File: config.mk
export PLATFORM = sky130hd
export DESIGN_NAME = bcd_scan_display
export DESIGN_NICKNAME = d
export VERILOG_FILES = /design/src/rtl/bcd_scan_display.sv
export SDC_FILE = /design/constraint.sdc
export NUM_CORES = 1
export LEC_CHECK = 0
export ABC_AREA = 1
export BUFFER_PORTS_ARGS = -buffer_cell sky130_fd_sc_hd__clkbuf_2
export CAP_MARGIN = 20
export CORE_MARGIN = 4
export CORE_UTILIZATION = 55
export DETAILED_ROUTE_END_ITERATION = 10
export PLACE_DENSITY = 0.87
export SETUP_SLACK_MARGIN = 0.4
export SYNTH_ARGS = -nofsm -noshare
export SYNTH_HDL_FRONTEND = slang
export SYNTH_SLANG_ARGS = --single-unit
File: constraint.sdc
create_clock -name clk -period 2.6 [get_ports clk]
set_input_delay 0 -clock clk [delete_from_list [all_inputs] [get_ports clk]]
set_output_delay 0 -clock clk [all_outputs]
set_load 0.03 [all_outputs]
File: src/rtl/bcd_scan_display.sv
// rtl/bcd_scan_display.sv - BCD capture and time-multiplexed 7-segment scan driver
//
// Captures the packed BCD vector from the binary-to-BCD converter whenever the
// completion strobe is high, holds it in a shadow register, and scans it onto a
// multiplexed 7-segment display one digit per SCAN_DIV-cycle slot. The first
// cycle of every slot is blanked to suppress ghosting during the digit change.
//
// Parameters:
//   numberOfDigits - number of BCD digits (matches the converter)
//   SCAN_DIV       - clock cycles per digit slot, >= 2
//
// Ports:
//   clk           in   system clock, rising edge
//   rst           in   asynchronous active-high reset
//   BinaryDecimal in   packed BCD, [0] is the least significant digit
//   to2_10Sum     in   converter done strobe; BinaryDecimal valid when high
//   seg           out  segments {g,f,e,d,c,b,a}, active-high, registered
//   dig_en        out  one-hot digit enable, active-high, registered
//   disp_valid    out  high once a value has been captured (scanning)
//
// Optional feature macro: LEADING_ZERO_BLANK_EN
//   When defined, leading zero digits (other than digit 0) show no segments
//   while keeping their dig_en slot.

module bcd_scan_display #(
  parameter int numberOfDigits = 3,
  parameter int SCAN_DIV       = 1000
) (
  input  logic                           clk,
  input  logic                           rst,
  input  logic [numberOfDigits-1:0][3:0] BinaryDecimal,
  input  logic                           to2_10Sum,
  output logic [6:0]                     seg,
  output logic [numberOfDigits-1:0]      dig_en,
  output logic                           disp_valid
);

  localparam int PW = $clog2(SCAN_DIV);
  localparam int IW = (numberOfDigits > 1) ? $clog2(numberOfDigits) : 1;
  localparam logic [PW-1:0] PRESC_LAST = PW'(SCAN_DIV - 1);
  localparam logic [IW-1:0] IDX_LAST   = IW'(numberOfDigits - 1);

  typedef enum logic {IDLE, SCAN} state_t;

  state_t                           state_q, state_d;
  logic [numberOfDigits-1:0][3:0]   shadow_q, shadow_d;
  logic [PW-1:0]                    presc_q, presc_d;
  logic [IW-1:0]                    idx_q, idx_d;
  logic [6:0]                       seg_q, seg_d;
  logic [numberOfDigits-1:0]        dig_en_q, dig_en_d;
  logic                             disp_valid_q, disp_valid_d;
  logic [numberOfDigits-1:0]        lz_blank;

  function automatic logic [6:0] decode(input logic [3:0] d);
    case (d)
      4'd0:    decode = 7'b0111111;
      4'd1:    decode = 7'b0000110;
      4'd2:    decode = 7'b1011011;
      4'd3:    decode = 7'b1001111;
      4'd4:    decode = 7'b1100110;
      4'd5:    decode = 7'b1101101;
      4'd6:    decode = 7'b1111101;
      4'd7:    decode = 7'b0000111;
      4'd8:    decode = 7'b1111111;
      4'd9:    decode = 7'b1101111;
      default: decode = 7'b1000000; // non-BCD nibble shows a dash
    endcase
  endfunction

`ifdef LEADING_ZERO_BLANK_EN
  // Walk from the most significant digit down; a digit is blanked while every
  // digit at or above it is zero. Digit 0 always displays.
  always_comb begin
    logic upper_zero;
    upper_zero = 1'b1;
    lz_blank   = '0;
    for (int i = numberOfDigits - 1; i >= 0; i--) begin
      upper_zero  = upper_zero & (shadow_q[i] == 4'd0);
      lz_blank[i] = upper_zero & (i != 0);
    end
  end
`else
  assign lz_blank = '0;
`endif

  always_comb begin
    state_d      = state_q;
    shadow_d     = shadow_q;
    presc_d      = presc_q;
    idx_d        = idx_q;
    seg_d        = '0;
    dig_en_d     = '0;

    // Capture is independent of state and never disturbs the scan position.
    if (to2_10Sum) shadow_d = BinaryDecimal;

    case (state_q)
      IDLE: begin
        presc_d = '0;
        idx_d   = '0;
        if (to2_10Sum) state_d = SCAN;
      end
      SCAN: begin
        if (presc_q == PRESC_LAST) begin
          presc_d = '0;
          idx_d   = (idx_q == IDX_LAST) ? '0 : idx_q + 1'b1;
        end else begin
          presc_d = presc_q + 1'b1;
        end
        // Prescaler 0 is the anti-ghost blank cycle of the slot.
        if (presc_q != '0) begin
          dig_en_d[idx_q] = 1'b1;
          seg_d = lz_blank[idx_q] ? 7'b0000000 : decode(shadow_q[idx_q]);
        end
      end
      default: state_d = IDLE;
    endcase

    disp_valid_d = (state_d == SCAN);
  end

  always_ff @(posedge clk or posedge rst) begin
    if (rst) begin
      state_q      <= IDLE;
      shadow_q     <= '0;
      presc_q      <= '0;
      idx_q        <= '0;
      seg_q        <= '0;
      dig_en_q     <= '0;
      disp_valid_q <= 1'b0;
    end else begin
      state_q      <= state_d;
      shadow_q     <= shadow_d;
      presc_q      <= presc_d;
      idx_q        <= idx_d;
      seg_q        <= seg_d;
      dig_en_q     <= dig_en_d;
      disp_valid_q <= disp_valid_d;
    end
  end

  assign seg        = seg_q;
  assign dig_en     = dig_en_q;
  assign disp_valid = disp_valid_q;

endmodule

==> results of run 1 <==
## area by class of cell
| type | instances | area [um2] |
|---|---|---|
| well taps | 44 | 55.1 |
| fillers | 248 | 960 |
| repair buffers | 39 | 263 |
| clock buffers | 6 | 41.3 |
| inverters | 28 | 108 |
| multi-input cells | 153 | 751 |
| flip-flops and latches | 35 | 876 |
## power groups by stage
stage / clock [mW] / sequential (mW) / combinational [mW]
floorplan: 0 / 0.635 / 0.0824
global placement: 0 / 0.602 / 0.160
detailed placement: 0 / 0.602 / 0.163
CTS: 0.259 / 0.591 / 0.179
global route: 0.285 / 0.596 / 0.202
finish: 0.253 / 0.592 / 0.177
## layer usage
| layer | track usage [%] | vias up | wire length (um) |
|---|---|---|---|
| met5 | 0 | - | 0 |
| met4 | 5.54 | 0 | 40 |
| met3 | 4.16 | 7 | 188 |
| met2 | 29.9 | 42 | 1490 |
| met1 | 23.5 | 654 | 1570 |
| li1 | - | 757 | - |
## worst max-delay path, cell delays in order, from the launching register on
cell	delay, ns
sky130_fd_sc_hd__dfrtp_1	0.49
sky130_fd_sc_hd__nor2_2	0.23
sky130_fd_sc_hd__nand2_1	0.07
sky130_fd_sc_hd__nand3_1	0.13
sky130_fd_sc_hd__inv_1	0.10
sky130_fd_sc_hd__ha_1	0.28
sky130_fd_sc_hd__nand2_1	0.08
sky130_fd_sc_hd__inv_2	0.04
sky130_fd_sc_hd__nor2_1	0.09
sky130_fd_sc_hd__nor2_1	0.04
## logic make-up (layout without fill, tap and decap cells)
group	Yosys count	in the layout	share of synthesized area (%)
AND/OR/NAND/NOR	138	138	35.1
flip-flops	35	35	49.9
buffers and inverters	32	73	7.28
adder cells (fa/ha/maj)	7	7	4.99
AO/OA/AOI/OAI	6	6	1.71
XOR/XNOR	2	2	0.999
## flip-flops by register name, summed over array words and instances (netlist names)
name        count
presc_q        10
shadow_q       12
disp_valid      1
idx_q           2
dig_en          3
seg             7
## synth_stat cells, drive strengths merged
cell type / count / area (um2)
ha: 7 / 87.6
nor2: 38 / 168
dfrtp: 35 / 876
nand4: 3 / 18.8
inv: 28 / 108
buf: 2 / 12.5
clkbuf: 2 / 7.51
o21ai: 3 / 15.0
a21oi: 3 / 15.0
nand3: 15 / 90.1
xor2: 2 / 17.5
nand2: 73 / 294
nor3: 9 / 45.0
## worst min path at each step
| stage | start | to | slack (ns) | cells past startpoint |
|---|---|---|---|---|
| 2_1_floorplan | to2_10Sum | shadow_q[1]$_DFFE_PP0P_ | 0.11 | 1 |
| 3_3_place_gp | rst | seg[6]$_DFF_PP0_ | 0.09 | 3 |
| 3_5_place_dp | rst | dig_en[2]$_DFF_PP0_ | 0.10 | 3 |
| 4_1_cts | to2_10Sum | shadow_q[11]$_DFFE_PP0P_ | 0.03 | 3 |
| 5_1_grt | to2_10Sum | shadow_q[10]$_DFFE_PP0P_ | 0.06 | 3 |
| 6_report | to2_10Sum | shadow_q[11]$_DFFE_PP0P_ | 0.03 | 3 |
## timing repair
action / 4_1_cts / 5_1_grt
hold endpoints to repair: 47 / 0
buffers inserted: 0 / 0
hold buffers: 13 / 0
gates resized for setup: 0 / 0
==> flow_metrics.py, run 1 <==
metrics = {
    "synthesis": {
        "seq_area_frac_synth_pct": 49.9,
        "synthesis.instances": 220,
        "synth.lib_cells_used.distinct": 21,
        "postSynthRegisterBits": 35,
        "syn-cell-area_um2": 1750,
        "synthesis.area_per_instance_um2": 7.97,
        "yosys_warnings": 0,
        "mapped_nets": 242,
    },
    "sta": {
        "setup-tns-final_ns": 0,
        "finalCriticalPeriod_ns": 1.66,
        "final_setup_viols": 0,
        "grt_setup_unrepaired": "no",
        "worst_slew_slack_as_a_fraction_of_its_limit_pct": 72.0,
        "finalHoldWorstSlack_ns": 0.0294,
        "min_period_over_period_pct": 63.7,
        "report.final.slew_viol_count": 0,
        "finalHoldViolations": 0,
        "skew_ns": 0.0128,
        "slew_at_the_pin_with_the_worst_max_slew_slack_ns": 0.420,
        "post-route-worst-setup-slack_ns": 0.945,
        "fmax_ghz": 0.604,
    },
    "routing": {
        "drt-wirelength-per-cell_um": 10.8,
        "vias_after_detailed_routing": 1460,
        "drt_iter0_drc": 41,
        "drc": 0,
        "ant_nets": 0,
        "drt_pre_antenna_iters": 5,
        "route.final.wire_length_um": 3290,
        "viasPerCell": 4.79,
    },
    "placed_design": {
        "place_congestion": 0.816,
        "place_hpwl_um": 2350,
        "numPortBuffers": 25,
        "preCtsSetupSlack_ns": 0.956,
        "placed_cells_incl_taps": 286,
        "placed_area_um2": 1920,
    },
    "die": {
        "ios": 26,
        "initial_utilization_pct": 57.5,
        "design.die.area_um2": 4160,
        "chipWidth_um": 64.5,
        "core_um2": 3050,
        "die_h_um": 64.5,
        "std_cell_rows": 20,
    },
    "global_routing": {
        "globalRoute.totalOverflow": 0,
        "initial_antenna_violation_count": 0,
        "grtUsageTotal_pct": 18.0,
        "first_global_vias": 1398,
        "grt_start_max_net_pins": 36,
        "grt_pass1_wl_um": 5860,
    },
    "power_and_ir_drop": {
        "power_frac_seq_pct": 57.9,
        "clock_power_share_pct": 24.8,
        "power.density_cell_area_nw_per_um2": 488,
        "maximum_vdd_drop_v": 0.000278,
        "p_sw_share_pct": 27.9,
        "power_switching_uw": 285,
        "comb_power_share_pct": 17.3,
        "leakage_nw": 1.15,
        "totalPowerFinal_mw": 1.02,
        "p_int_uw": 737,
    },
    "worst_setup_path": {
        "cp_startpoint": "idx_q[0]$_DFFE_PP0P_",
        "critical_path_peak_fanout": 8,
        "setup.worst_path.start_class": "register",
        "worst_setup_path_endpoint": "seg[3]$_DFF_PP0_",
        "worst-r2r-setup-slack_ns": 0.94,
        "r2r-start": "idx_q[0]$_DFFE_PP0P_",
        "criticalPathCategory": "register to register",
        "timing.critical_path.to_type": "register",
        "cp_data_arrival_time_ns": 1.88,
        "worst-endpoint-required_ns": 2.82,
        "capture_point_of_the_worst_reg_to_reg_path": "seg[3]$_DFF_PP0_",
        "ff2ff_path_depth": 9,
    },
    "layout": {
        "layout_commonest_cell": "sky130_fd_sc_hd__nand2_1",
        "area.growth.synth_to_final_pct": 19.3,
        "fin_nets": 284,
        "layout.cells.non_filler": 305,
        "post_route_cell_area_um2": 2090,
        "mostFrequentLayoutCells": "sky130_fd_sc_hd__nand2_1, sky130_fd_sc_hd__dfrtp_1, sky130_fd_sc_hd__nor2_1",
        "n_antenna_cell": 0,
        "fin_util_pct": 68.6,
        "drive_gt1_share_pct": 19.5,
    },
    "clock_tree": {
        "tritoncts_clock_tree": "done",
        "clk_transition_reported_paths_ns": 0.09,
        "ctsHtreeMaxLevel": 2,
        "cts_buf_count": 5,
        "cts-root-to-sink-buffers": 2,
        "clock-root-buffer": "sky130_fd_sc_hd__clkbuf_4",
        "numClockSinks": 35,
        "clk-insertion-delay-late_ns": 0.33,
    },
    "flow_run": {
        "max_cap_viol_count": 0,
    },
    "min_path": {
        "min_path_type": "input pin to register",
    },
    "status": {
        "run_status": "complete, no violations",
    },
}
(Power assumes the default switching activity.)
==> run 2, diff against run 1 <==
ABC_AREA = 0   (was 1)
PLACE_DENSITY = 0.88   (was 0.87)
clock period = 1.6 ns   (was 2.6 ns; I/O delays follow)
==> run 2 against run 1 <==
Net effect: the flow now finishes with violations (setup timing); clock power increased by 78%; via count decreased by 7.3%; global-route usage increased by 5.9 points; critical path type unchanged; largest cell class is now multi-input gates.
==> flow_metrics.py, run 2 <==
metrics = {
    "placed_design": {
        "place_hpwl_um": 2540,
        "placed_area_um2": 1990,
        "numPortBuffers": 25,
        "placed_cells_incl_taps": 202,
        "place_congestion": 0.900,
    },
    "die": {
        "ios": 26,
        "initial_utilization_pct": 60.0,
        "core_um2": 2850,
        "design.die.area_um2": 4070,
        "die_h_um": 63.8,
        "std_cell_rows": 19,
        "chipWidth_um": 63.8,
    },
    "sta": {
        "setup-tns-final_ns": -0.678,
        "skew_ns": 0.0185,
        "min_period_over_period_pct": 110,
        "fmax_ghz": 0.568,
        "finalHoldViolations": 0,
        "finalCriticalPeriod_ns": 1.76,
        "final_setup_viols": 8,
        "post-route-worst-setup-slack_ns": -0.160,
        "worst_slew_slack_as_a_fraction_of_its_limit_pct": 59.8,
        "slew_at_the_pin_with_the_worst_max_slew_slack_ns": 0.602,
        "finalHoldWorstSlack_ns": 0.134,
        "report.final.slew_viol_count": 0,
        "grt_setup_unrepaired": "yes",
    },
    "clock_tree": {
        "ctsHtreeMaxLevel": 2,
        "cts_buf_count": 5,
        "numClockSinks": 35,
        "tritoncts_clock_tree": "done",
        "clk-insertion-delay-late_ns": 0.35,
        "clk_transition_reported_paths_ns": 0.11,
        "cts-root-to-sink-buffers": 2,
        "clock-root-buffer": "sky130_fd_sc_hd__clkbuf_4",
    },
    "global_routing": {
        "grt_pass1_wl_um": 7220,
        "grtUsageTotal_pct": 23.9,
        "initial_antenna_violation_count": 0,
        "first_global_vias": 1501,
        "grt_start_max_net_pins": 23,
        "globalRoute.totalOverflow": 0,
    },
    "layout": {
        "layout_commonest_cell": "sky130_fd_sc_hd__dfrtp_1",
        "n_fill_cell": 119,
        "drive_gt1_share_pct": 54.2,
        "fin_nets": 226,
        "mostFrequentLayoutCells": "sky130_fd_sc_hd__dfrtp_1, sky130_fd_sc_hd__clkbuf_2, sky130_fd_sc_hd__buf_4",
        "registers.top_by_ff_count": "shadow_q",
        "layout.cells.non_filler": 234,
        "area.growth.synth_to_final_pct": 43.4,
        "largest_reg_flops": 12,
        "n_antenna_cell": 0,
        "post_route_cell_area_um2": 2450,
    },
    "routing": {
        "drt-wirelength-per-cell_um": 20.4,
        "met2_length_um": 2450,
        "drc": 0,
        "drt_iter0_drc": 80,
        "viasPerCell": 5.78,
        "met3_wirelength_um": 207,
        "drt_pre_antenna_iters": 4,
        "top_layer_used": "met4",
        "wl_met1_um": 1900,
        "vias_after_detailed_routing": 1353,
        "route.final.wire_length_um": 4770,
        "ant_nets": 0,
    },
    "worst_setup_path": {
        "timing.critical_path.to_type": "register",
        "critical_path_peak_fanout": 5,
        "worst-endpoint-required_ns": 1.85,
        "cp_slowest_cell": "sky130_fd_sc_hd__dfrtp_2",
        "setup.worst_path.start_class": "register",
        "cp_data_arrival_time_ns": 2.01,
        "critical_path.max_stage_delay_ns": 0.48,
        "path_cells": "mux2i_1 -> o22a_2 -> buf_6 -> ha_4 -> mux2_4 -> a211oi_2",
        "criticalPathCategory": "register to register",
    },
    "power_and_ir_drop": {
        "maximum_vdd_drop_v": 0.000729,
        "leakage_nw": 1.10,
        "power.density_cell_area_nw_per_um2": 1050,
    },
    "status": {
        "failing_checks": "setup timing",
        "run_status": "complete, but fails checks",
    },
    "synthesis": {
        "synthesis.area_per_instance_um2": 12.6,
        "most_instantiated_cells_after_synthesis": "sky130_fd_sc_hd__dfrtp_1, sky130_fd_sc_hd__mux2_2, sky130_fd_sc_hd__inv_1, sky130_fd_sc_hd__nor2_1, sky130_fd_sc_hd__nand2_1",
        "synth_largest_type_area_fraction_pct": 51.2,
        "synthesis.instances": 136,
        "yosys_warnings": 0,
        "yosys.cell_count.top_type": "sky130_fd_sc_hd__dfrtp_1",
        "synth.top_cells.by_area": "sky130_fd_sc_hd__dfrtp_1, sky130_fd_sc_hd__mux2_2, sky130_fd_sc_hd__ha_1",
        "asyncSetResetFlopFracSynth_pct": 100,
        "postSynthRegisterBits": 35,
        "netlist.top_cell.by_area": "sky130_fd_sc_hd__dfrtp_1",
        "mapped_nets": 158,
        "synth.lib_cells_used.distinct": 37,
        "seq_area_frac_synth_pct": 51.2,
        "number_of_flops_mapped_to_enable_cells_by_yosys": 0,
        "synth-main-ff-cell": "sky130_fd_sc_hd__dfrtp_1",
        "syn-cell-area_um2": 1710,
    },
    "min_path": {
        "min_path_type": "input pin to register",
    },
    "flow_run": {
        "max_cap_viol_count": 0,
    },
}
[run 2: changes by cell type after synthesis, moves of 5 or more]
cell	delta
sky130_fd_sc_hd__inv_1	-14
sky130_fd_sc_hd__mux2_2	+13
sky130_fd_sc_hd__mux2i_1	+7
sky130_fd_sc_hd__nand2_1	-59
sky130_fd_sc_hd__nand2_2	-5
sky130_fd_sc_hd__nand3_1	-10
sky130_fd_sc_hd__nor2_1	-23
sky130_fd_sc_hd__nor3_1	-6
sky130_fd_sc_hd__xnor2_1	+5
[run 2: worst max-delay path: cells and delay by family, from the launching register on]
family,cells,cell delay (ns)
adder cells (fa/ha/maj),1,0.14
buffers and inverters,1,0.13
multiplexers,2,0.41
AO/OA/AOI/OAI,2,0.49
flip-flops,1,0.48
[run 2: final cells by class]
| cell class | instances | area, um2 | area share (%) |
|---|---|---|---|
| clock buffers | 6 | 41.3 | 1.68 |
| inverters | 9 | 33.8 | 1.38 |
| multi-input cells | 89 | 966 | 39.3 |
| flip-flops and latches | 35 | 878 | 35.8 |
| well taps | 31 | 38.8 | 1.58 |
| repair buffers | 64 | 497 | 20.2 |
[run 2: final timing paths]
kind	cells past startpoint	slack [ns]	from	end
worst min-delay path	2	0.13	to2_10Sum	disp_valid$_DFF_PP0_
worst max-delay path	6	-0.16	idx_q[1]$_DFFE_PP0P_	seg[0]$_DFF_PP0_
worst max register to register	6	-0.16	idx_q[1]$_DFFE_PP0P_	seg[0]$_DFF_PP0_
min in group asynchronous	3	0.24	rst	dig_en[2]$_DFF_PP0_
max in group asynchronous	4	0.82	rst	idx_q[0]$_DFFE_PP0P_
worst min register to register	1	0.52	shadow_q[0]$_DFFE_PP0P_	shadow_q[0]$_DFFE_PP0P_
[run 2: logic make-up after synthesis]
family | synth area share (%)
AOI/OAI and AO/OA | 10.6
xor gates and xnor gates | 4.09
adders and majority gates | 5.12
buffers and inverters | 3.14
DFF | 51.2
muxes | 14.3
and+or+nand+nor | 11.6
[run 2: metal layers]
metal | GRT usage, % | vias to the layer above
met5 | 0 | -
met1 | 25.8 | 672
met2 | 41.7 | 50
met4 | 14.8 | 0
met3 | 6.13 | 20
li1 | - | 611
[run 2: repair_timing]
action | 4_1_cts | 5_1_grt
gates resized for setup | 26 | 17
setup buffers | 8 | 4
gates cloned | 1 | 0
pin swaps | 15 | 5
endpoints found under the setup margin | 21 | 22
hold endpoints to repair | 25 | 0
hold buffers | 13 | 0
[run 2: stage by stage]
step	utilization, %	power [mW]	worst slack (ns)
floorplan	-	1.64	-0.0639
global placement	69.8	1.81	-0.0469
detailed placement	69.8	1.85	-0.176
CTS	82.6	2.44	-0.0809
global route	86.1	2.72	-0.200
finish	86.1	2.58	-0.160
[run 2: power by group]
group,total [mW],switching [mW],internal [mW]
clock network,0.451,0.294,0.156
registers,1.21,0.176,1.04
logic,0.914,0.459,0.455
==> run 3, diff against run 2 <==
HOLD_SLACK_MARGIN = 0.08   (was default)
clock period = 2.1 ns   (was 1.6 ns; I/O delays follow)
==> run 3 against run 2 <==
Net effect: the flow now finishes without violations; global-route usage is 3.6 points lower; worst hold slack better by 0.00060 ns; largest power group unchanged; via count is 5.0% lower; power is 26% lower; highest routed layer unchanged; die area stayed put; largest cell class unchanged; first-iteration DRC count is 10% lower.
==> flow_metrics.py, run 3 (synthesis gave the netlist of run 2 again) <==
metrics = {
    "layout": {
        "fin_nets": 216,
        "mostFrequentLayoutCells": "sky130_fd_sc_hd__dfrtp_1, sky130_fd_sc_hd__clkbuf_2, sky130_fd_sc_hd__mux2_2, sky130_fd_sc_hd__dlygate4sd3_1, sky130_fd_sc_hd__buf_4",
        "area.growth.synth_to_final_pct": 34.7,
        "largest_reg_flops": 12,
        "layout_commonest_cell": "sky130_fd_sc_hd__dfrtp_1",
        "drive_gt1_share_pct": 46.7,
        "n_antenna_cell": 0,
        "registers.top_by_ff_count": "shadow_q",
    },
    "placed_design": {
        "preCtsSetupSlack_ns": 0.177,
        "place_congestion": 0.849,
        "numPortBuffers": 25,
        "place_hpwl_um": 2260,
    },
    "routing": {
        "drt_iter0_drc": 72,
        "route.final.wire_length_um": 4020,
        "drc": 0,
        "drt_pre_antenna_iters": 4,
        "drt-wirelength-per-cell_um": 17.8,
        "vias_after_detailed_routing": 1285,
        "ant_nets": 0,
        "viasPerCell": 5.69,
    },
    "power_and_ir_drop": {
        "leakage_nw": 1.03,
        "maximum_vdd_drop_v": 0.000569,
        "power.density_cell_area_nw_per_um2": 825,
    },
    "min_path": {
        "min_path_type": "input pin to register",
        "timing.hold.worst.start": "to2_10Sum",
        "whs_path_depth": 2,
        "hold-path-endpoint": "disp_valid$_DFF_PP0_",
    },
    "die": {
        "core_um2": 2850,
        "initial_utilization_pct": 60.0,
        "design.die.area_um2": 4070,
        "ios": 26,
        "chipWidth_um": 63.8,
        "die_h_um": 63.8,
        "std_cell_rows": 19,
    },
    "worst_setup_path": {
        "worst-r2r-setup-slack_ns": 0.26,
        "setup.worst_path.start_class": "register",
        "worst-endpoint-required_ns": 2.32,
        "timing.critical_path.to_type": "register",
        "capture_point_of_the_worst_reg_to_reg_path": "seg[3]$_DFF_PP0_",
        "critical_path_peak_fanout": 7,
        "cp_data_arrival_time_ns": 2.06,
        "r2r-start": "idx_q[1]$_DFFE_PP0P_",
        "criticalPathCategory": "register to register",
        "ff2ff_path_depth": 7,
    },
    "sta": {
        "finalCriticalPeriod_ns": 1.84,
        "grt_setup_unrepaired": "yes",
        "post-route-worst-setup-slack_ns": 0.256,
        "setup-tns-final_ns": 0,
        "finalHoldViolations": 0,
        "slew_at_the_pin_with_the_worst_max_slew_slack_ns": 0.414,
        "final_setup_viols": 0,
        "finalHoldWorstSlack_ns": 0.135,
        "report.final.slew_viol_count": 0,
        "min_period_over_period_pct": 87.8,
        "worst_slew_slack_as_a_fraction_of_its_limit_pct": 72.4,
        "fmax_ghz": 0.542,
        "skew_ns": 0.0186,
    },
    "clock_tree": {
        "cts_buf_count": 5,
        "numClockSinks": 35,
        "clk-insertion-delay-late_ns": 0.34,
        "clk_transition_reported_paths_ns": 0.10,
        "ctsHtreeMaxLevel": 2,
        "tritoncts_clock_tree": "done",
        "cts-root-to-sink-buffers": 2,
        "clock-root-buffer": "sky130_fd_sc_hd__clkbuf_4",
    },
    "global_routing": {
        "grt_start_max_net_pins": 36,
        "grtUsageTotal_pct": 20.3,
        "first_global_vias": 1328,
        "globalRoute.totalOverflow": 0,
        "grt_pass1_wl_um": 6310,
        "initial_antenna_violation_count": 0,
    },
    "flow_run": {
        "max_cap_viol_count": 0,
    },
    "status": {
        "run_status": "complete, no violations",
    },
}
==> run 3: changes by cell type in the layout (fill, tap and decap cells not counted), sizes merged <==
cell / previous run / this run
buf: 26 / 16
clkinvlp: 0 / 1
clkbuf: 31 / 32
==> run 3: critical path, cell delays in order, from the launching register on <==
cell,delay (ns)
sky130_fd_sc_hd__dfrtp_2,0.49
sky130_fd_sc_hd__buf_4,0.19
sky130_fd_sc_hd__nor2b_4,0.16
sky130_fd_sc_hd__buf_6,0.15
sky130_fd_sc_hd__a2bb2oi_4,0.08
sky130_fd_sc_hd__buf_4,0.19
sky130_fd_sc_hd__mux2i_1,0.14
sky130_fd_sc_hd__a211oi_1,0.32
==> run 3: report_power, final <==
part	internal, mW	leakage [nW]	switching (mW)	total, mW
Sequential	0.795	0.413	0.139	0.935
Combinational	0.259	0.581	0.287	0.546
Clock	0.196	0.0375	0.227	0.422
Total	1.25	1.03	0.653	1.90
==> run 3: how the worst max path moves through the flow <==
| stage | depth (start not counted) | to | slack, ns | start |
|---|---|---|---|---|
| 6_report | 7 | seg[3]$_DFF_PP0_ | 0.26 | idx_q[1]$_DFFE_PP0P_ |
| 2_1_floorplan | 7 | seg[6]$_DFF_PP0_ | 0.41 | idx_q[1]$_DFFE_PP0P_ |
| 5_1_grt | 7 | seg[3]$_DFF_PP0_ | 0.16 | idx_q[1]$_DFFE_PP0P_ |
| 3_5_place_dp | 6 | seg[0]$_DFF_PP0_ | 0.18 | idx_q[1]$_DFFE_PP0P_ |
| 3_3_place_gp | 6 | seg[0]$_DFF_PP0_ | 0.35 | idx_q[1]$_DFFE_PP0P_ |
| 4_1_cts | 6 | seg[0]$_DFF_PP0_ | 0.40 | idx_q[1]$_DFFE_PP0P_ |
==> run 3: metal layers <==
metal | vias to the layer above | routed length, um | global-route usage [%]
met5 | - | 0 | 0
met4 | 0 | 114 | 8.89
met3 | 15 | 173 | 6.13
met2 | 54 | 2100 | 34.3
met1 | 628 | 1630 | 23.8
li1 | 588 | - | -
==> run 3: area by class of cell <==
class                      instances  area, um2
clock buffer                       7       65.1
clock inverter                     1       7.51
fill                             151        547
inverter                           9       33.8
multi-input combinational         89        892
sequential                        35        882
tap                               31       38.8
timing repair buffer              54        387
==> run 3: per-stage QoR <==
stage	util [%]	total power, mW	std cells	cell area [um2]
final	80.8	1.90	226	2310
after detailed placement	66.2	1.36	193	1890
after global routing	80.8	2.01	226	2310
after CTS	76.2	1.82	222	2170
after floorplan	-	1.23	136	1710
after global placement	66.2	1.33	193	1890
==> run 3: what timing repair did <==
action                                  in CTS  in global routing
hold buffers                                13                  0
endpoints found under the setup margin      10                 18
hold endpoints to repair                    47                  0
setup buffers                                8                  4
resized for setup                            7                 20
pin swaps                                    5                 11
